[src/rtl/k_pulse_monitor.sv]
// k_pulse_monitor: watches the K2/K1 control pulses from the Idle/Start/Stop/Clear
// controller. Every K2 must be followed by exactly one K1 within TIMEOUT clocks.
// Completed sequences are counted and protocol violations raise sticky error flags.
// The pulses come from registered outputs on the same clock, so no synchronisers are used.
module k_pulse_monitor #(
  parameter int CNT_W   = 8,
  parameter int TIMEOUT = 16
) (
  input  logic             Clock,
  input  logic             Reset,
  input  logic             K2,
  input  logic             K1,
  input  logic             Clr_err,
  output logic             Busy,
  output logic             Done,
  output logic [CNT_W-1:0] Cycle_cnt,
  output logic             Err_orphan,
  output logic             Err_double,
  output logic             Err_both,
  output logic             Err_timeout
);

  localparam int TW = $clog2(TIMEOUT);
  localparam logic [TW-1:0]    TIMER_LAST = TW'(TIMEOUT - 1);
  localparam logic [CNT_W-1:0] CNT_MAX    = {CNT_W{1'b1}};

  // One-hot encoding, so the two all-zero/all-one patterns are illegal and recover to IDLE.
  typedef enum logic [1:0] {
    IDLE  = 2'b01,
    ARMED = 2'b10
  } state_t;

  state_t           state_r;
  state_t           state_s;
  logic [TW-1:0]    timer_r;
  logic [TW-1:0]    timer_s;
  logic             done_s;
  logic [CNT_W-1:0] cnt_s;
  logic             set_orphan_s;
  logic             set_double_s;
  logic             set_both_s;
  logic             set_timeout_s;

  // Busy is a plain decode of the state register.
  assign Busy = (state_r == ARMED);

  // Next-state, timer, Done, count and error-set decisions for the current edge.
  always_comb begin
    state_s       = state_r;
    timer_s       = timer_r;
    done_s        = 1'b0;
    cnt_s         = Cycle_cnt;
    set_orphan_s  = 1'b0;
    set_double_s  = 1'b0;
    set_both_s    = 1'b0;
    set_timeout_s = 1'b0;
    case (state_r)
      IDLE: begin
        if (K2 && !K1) begin
          state_s = ARMED;
          timer_s = {TW{1'b0}};
        end else if (K1 && !K2) begin
          set_orphan_s = 1'b1;
        end else if (K1 && K2) begin
          set_both_s = 1'b1;
        end else begin
          state_s = IDLE;
        end
      end
      ARMED: begin
        // K1 is checked before the timer, so a K1 on the final window edge still wins.
        if (K1 && K2) begin
          state_s    = IDLE;
          set_both_s = 1'b1;
        end else if (K1) begin
          state_s = IDLE;
          done_s  = 1'b1;
          if (Cycle_cnt != CNT_MAX) begin
            cnt_s = Cycle_cnt + CNT_W'(1);
          end else begin
            cnt_s = Cycle_cnt;
          end
        end else if (K2) begin
          set_double_s = 1'b1;
          timer_s      = {TW{1'b0}};
        end else if (timer_r == TIMER_LAST) begin
          state_s       = IDLE;
          set_timeout_s = 1'b1;
        end else begin
          timer_s = timer_r + TW'(1);
        end
      end
      default: begin
        state_s = IDLE;
        timer_s = {TW{1'b0}};
      end
    endcase
  end

  // State, timer, outputs and sticky flags; a set on the same edge as Clr_err wins.
  always_ff @(posedge Clock) begin
    if (Reset) begin
      state_r     <= IDLE;
      timer_r     <= {TW{1'b0}};
      Done        <= 1'b0;
      Cycle_cnt   <= {CNT_W{1'b0}};
      Err_orphan  <= 1'b0;
      Err_double  <= 1'b0;
      Err_both    <= 1'b0;
      Err_timeout <= 1'b0;
    end else begin
      state_r     <= state_s;
      timer_r     <= timer_s;
      Done        <= done_s;
      Cycle_cnt   <= cnt_s;
      Err_orphan  <= set_orphan_s  | (Err_orphan  & ~Clr_err);
      Err_double  <= set_double_s  | (Err_double  & ~Clr_err);
      Err_both    <= set_both_s    | (Err_both    & ~Clr_err);
      Err_timeout <= set_timeout_s | (Err_timeout & ~Clr_err);
    end
  end

endmodule

[config.mk]
export PLATFORM = sky130hd
export DESIGN_NAME = k_pulse_monitor
export DESIGN_NICKNAME = d
export VERILOG_FILES = /design/src/rtl/k_pulse_monitor.sv
export SDC_FILE = /design/constraint.sdc
export NUM_CORES = 1
export LEC_CHECK = 0
export CAP_MARGIN = 20
export CORE_MARGIN = 2
export CORE_UTILIZATION = 49
export DETAILED_ROUTE_END_ITERATION = 6
export PLACE_DENSITY = 0.83
export SYNTH_ARGS = -nofsm -noshare
export SYNTH_HDL_FRONTEND = slang
export SYNTH_SLANG_ARGS = --single-unit
[constraint.sdc]
create_clock -name Clock -period 1.7 [get_ports Clock]
set_input_delay 0.34 -clock Clock [delete_from_list [all_inputs] [get_ports Clock]]
set_output_delay 0.34 -clock Clock [all_outputs]
set_load 0.01 [all_outputs]
Word-level counts from Yosys, hierarchy flattened. Index checks and enable logic that the tools add are counted.

Register bits: 19. Input port bits: 5. Output and inout bits: 14. Logic and storage cells: 73.

$add $sub $neg: 2. Equal/unequal tests: 12. Multiplexer cells: 31. Bitwise logic cells: 11. Reduce and logical (&&, ||, !) cells: 9.

Operators with widths (count): two-way mux 4 bit (5); two-way mux 1 bit (16); two-way mux 2 bit (7); AND reduction 4 bit (3); inequality test 3 bit (second input constant) (3); adder 8 x 1 -> 8 bit (second input constant) (1); inequality test 8 bit (second input constant) (1); case mux 4 bit (2 select lines) (1); inequality test 2 bit (second input constant) (3); adder 4 x 1 -> 4 bit (second input constant) (1); AND 1 bit (4); equality test 4 bit (second input constant) (1); inequality test 4 x 2 -> 1 bit (second input constant) (1); inequality test 4 x 3 -> 1 bit (second input constant) (1); bitwise OR 1 bit (4); case mux 2 bit (2 select lines) (1); logical AND 1 bit (3); inverter 1 bit (3); OR reduction 3 bit (1); equality test 2 x 1 -> 1 bit (second input constant) (1); equality test 2 bit (second input constant) (1); logical NOT 1 bit (2); case mux 1 bit (2 select lines) (1).

Depth between registers and ports, before layout. Gate-level depths: netlist of the first run.

Depth after elaboration: 7. Gate-level depth with buffers: 7. Depth with buffers taken out: 6.

Worst setup path after synthesis of the first run. OpenSTA, ideal clock, no wires.

Path kind: register -> register. Start: register state_r[0]. End: register Cycle_cnt[5]. Setup time: 0.070 ns. Data arrival time: 1.598 ns. Data required time: 1.630 ns. Setup slack: 0.032 ns. Stages on the path, launching flop included: 8. Buffers on the path: 1. Period minus slack after synthesis: 1.668 ns. Path through: dfxtp_1 -> inv_1 -> ha_1 -> buf_4 -> and3b_2 -> o21ai_2 -> or4_1 -> a21oi_1.

Cells in the longest elaborated chain, start to end: 2.

RTL lines: from (decl) (line 33) `state_t state_r;`; from (signal assigned) (line 112) `state_r <= state_s;`; equality test 2 bit; named net Busy (line 14) `output logic Busy,`; AND reduction 4 bit (no line); to (signal assigned) (line 106) `Cycle_cnt <= {CNT_W{1'b0}};`; to (signal assigned) (line 115) `Cycle_cnt <= cnt_s;`; to (decl) (line 16) `output logic [CNT_W-1:0] Cycle_cnt,`.

The timed path passes the listed nets, and every way through them passes these cells. A chain may end at the register's enable or synchronous reset.

Worst setup path in the final report of the first run.
Start: register Cycle_cnt[5]. End: output port Cycle_cnt[5].

No word-level cell between the ends.

==> results of run 1 <==
[per-layer routing]
metal  vias up  wire [um]  GRT usage [%]
met3         4         65           3.40
li1        434          -              -
met5         -          0              0
met2        22       1090           32.8
met4         0         35           11.9
met1       397       1010           29.6
[registers in the layout (all words and copies together), names as in the netlist]
register / cells
Cycle_cnt: 8
Done: 1
Err_both: 1
Err_double: 1
Err_orphan: 1
Err_timeout: 1
state_r: 2
timer_r: 4
[power by group through the flow]
stage               registers, mW  logic [mW]  clock network [mW]
floorplan                   0.466      0.0486                   0
global placement            0.465      0.0880                   0
detailed placement          0.465      0.0904                   0
CTS                         0.455      0.0909               0.233
global route                0.456       0.105               0.251
finish                      0.455      0.0958               0.229
[cell usage after synthesis, types with 2 or more instances]
| master | n |
|---|---|
| nand4b_1 | 2 |
| inv_1 | 4 |
| nand4_1 | 4 |
| clkbuf_1 | 2 |
| nor2_1 | 17 |
| o31ai_1 | 2 |
| nand2_1 | 5 |
| dfxtp_1 | 19 |
| xnor2_1 | 4 |
| a21oi_1 | 6 |
| xor2_1 | 3 |
| ha_1 | 4 |
| or3_1 | 2 |
| nand3b_1 | 2 |
| mux2i_1 | 2 |
| nor3_1 | 3 |
| nand3_1 | 6 |
[cells in the final DEF (no fill, tap or decap), types with 2 or more instances in the layout]
cell type / instances
mux2i_1: 2
ha_2: 2
nand3b_1: 2
a21oi_1: 6
nand3_1: 6
clkbuf_4: 3
or3_1: 2
clkdlybuf4s50_1: 17
o31ai_1: 2
buf_4: 10
nand4_1: 4
dfxtp_1: 18
nor2_1: 16
nand2_1: 5
ha_1: 2
nor3_1: 3
nand4b_1: 2
xor2_1: 3
inv_1: 4
xnor2_1: 4
[repair_timing]
| item | CTS | global route |
|---|---|---|
| endpoints found under the hold margin | 0 | 0 |
| pin swaps | 0 | 1 |
| cloned | 0 | 0 |
| endpoints found under the setup margin | 1 | 5 |
| hold buffers | 0 | 0 |
| resized for setup | 2 | 5 |
[how the worst max path moves through the flow]
stage	start	endpoint	slack, ps
CTS	Cycle_cnt[4]$_SDFFE_PP0P_	Cycle_cnt[4]	10
floorplan	state_r[0]$_SDFFE_PP1P_	Cycle_cnt[5]$_SDFFE_PP0P_	30
global placement	K2	Cycle_cnt[5]$_SDFFE_PP0P_	-120
detailed placement	K1	Cycle_cnt[5]$_SDFFE_PP0P_	-160
global route	state_r[0]$_SDFFE_PP1P_	Cycle_cnt[5]$_SDFFE_PP0P_	-60
finish	Cycle_cnt[5]$_SDFFE_PP0P_	Cycle_cnt[5]	50
[layout make-up]
class	instances	area share, %
Clock buffer	4	2.09
Multi-Input combinational cell	79	43.7
Timing Repair Buffer	28	20.2
Tap cell	25	2.49
Inverter	4	1.19
Sequential cell	19	30.3
[logic make-up after synthesis]
| family | Yosys count |
|---|---|
| simple gates | 49 |
| flops | 19 |
| buf+inv | 8 |
| mux | 2 |
| fa+ha+maj | 4 |
| compound gates | 17 |
| xor+xnor | 7 |
==> metrics.txt, run 1 <==
Final Util a little under three quarters; register clock-pin slew on the reported worst setup and hold paths 100 ps; number of global-route vias before repair 763; Sw Share between 20% and 30%; setup TNS 0 ps; leakage power between 0.4 and 0.5 nW; drt total wl ~2.2 mm; Detail Placement HPWL 1.55 mm; largest net degree at the start of global routing 18; Tcrit/Tclk final 97.0%; Logic pwr share 12.3%; vias per inst 5.39; Async S/R FF share, synth 0%; full die area ~2300 um2; crit-path cells clkdlybuf4s50_1; unrepaired setup endpoints after global routing true; crit path buf inv count 1; clk buf depth 2; DR DRC count 0; number of synthesized flops with an enable pin 0; Syn Std Cell Area 941 um2; hold endpoint timer_r[1]$_SDFFE_PP0P_; TritonCTS clock tree yes; I/O pin count 19; crit path max-delay cell type clkdlybuf4s50_1; Num CTS Buffers 3; largest cells by area after synthesis dfxtp_1, nor2_1, ha_1; Yosys top cell by area dfxtp_1; routed len/inst approximately 14 um; drt pass-1 iters 4; routability cong. 0.823; Crit Path Class register to primary output; core area around 1800 um2; H-tree depth 1; Die H roughly 48 um; clock power share just under 30%; Tot Pwr 0.780 mW; Total GRT Usage 21.8%; peak supply drop 0.490 mV; Seq/Total Area, Yosys roughly 40%; Syn Area/Cell 8.88 um2; Slew Limit Headroom 77.3%; sequential share of power approximately 58%; Startpoint Class register; global-route wire length before repair ~3.4 mm; max_cap viols 0; Net Count, Synth between 100 and 150; R2R cell count 6; outcome complete, no violations; gr ovfl total 0; Max Freq between 0.6 and 0.7 GHz; Starting Density a little over half; initial drt markers 12; main flop type after synthesis dfxtp_1; simple-gate share of the synthesized area 27.8%; placed cells around 160; share of cells above drive strength 1 between 15 and 20%; CP top delay family buffers and inverters; clk sinks 19; fin cells 159; FILL cells between 150 and 200; Yosys cell types 36; CP peak stage delay approximately 570 ps; # rows 15; Port Buffer Count 18; FF-to-FF Start state_r[0]$_SDFFE_PP1P_; net count reported at finish around 140; final worst slack ~50 ps; Layout Area Growth over Synthesis 33.8%; WP depth 1; DIE WIDTH approximately 48 um; share of the synthesized area in the top cell type roughly two fifths; minimum clock period about 1600 ps; design area 1260 um2; Clock Skews between 3 and 4 ps; crit-path max FO 7; pwr dens 620 nW/um2; antenna violations before repair 0; CP endpoint kind primary output; hold path depth 2; post-route ant nets 0; Post-Syn Instances between 100 and 150; worst skew pair latency 300 ps; startpoint of the worst hold path timer_r[1]$_SDFFE_PP0P_; Seq. cell area about 380 um2; Min Hold Slack about 490 ps; CTS Root Cell clkbuf_4; Worst R2R End Cycle_cnt[5]$_SDFFE_PP0P_; area of the multi-input gates roughly 550 um2; Setup WS pre-CTS -155 ps; main combinational cell family by area after synthesis simple AND/OR/NAND/NOR gates; #FFs+latches synth 19; WP data arrival 1310 ps; mux contribution to synthesized area under 10%; Synth Area in Compound Gates between 10 and 15%; WP data required 1360 ps; final setup vio count 0; vias after detailed routing roughly 860; final hold vios 0; Slew @ Worst Pin ~340 ps; setup bufs post-CTS 0; final slew viol count 0; R2R setup slack ~50 ps; Synth Area in XOR/XNOR between 6 and 7%; Ys Warns 0; Min-Delay Path Class register to register; # diodes 0; dpl cell area approximately 1200 um2; Adder-Cell Fraction of Synth Area under 10%; P_int 0.590 mW; Net Switching 0.190 mW
No activity file was read; power rests on OpenSTA's default activity.
==> inputs of run 2 (changes only) <==
Settings changed: ABC_AREA set to 0.
==> results of run 2 <==
Final layout, timing and power as in run 1 (identical DEF).
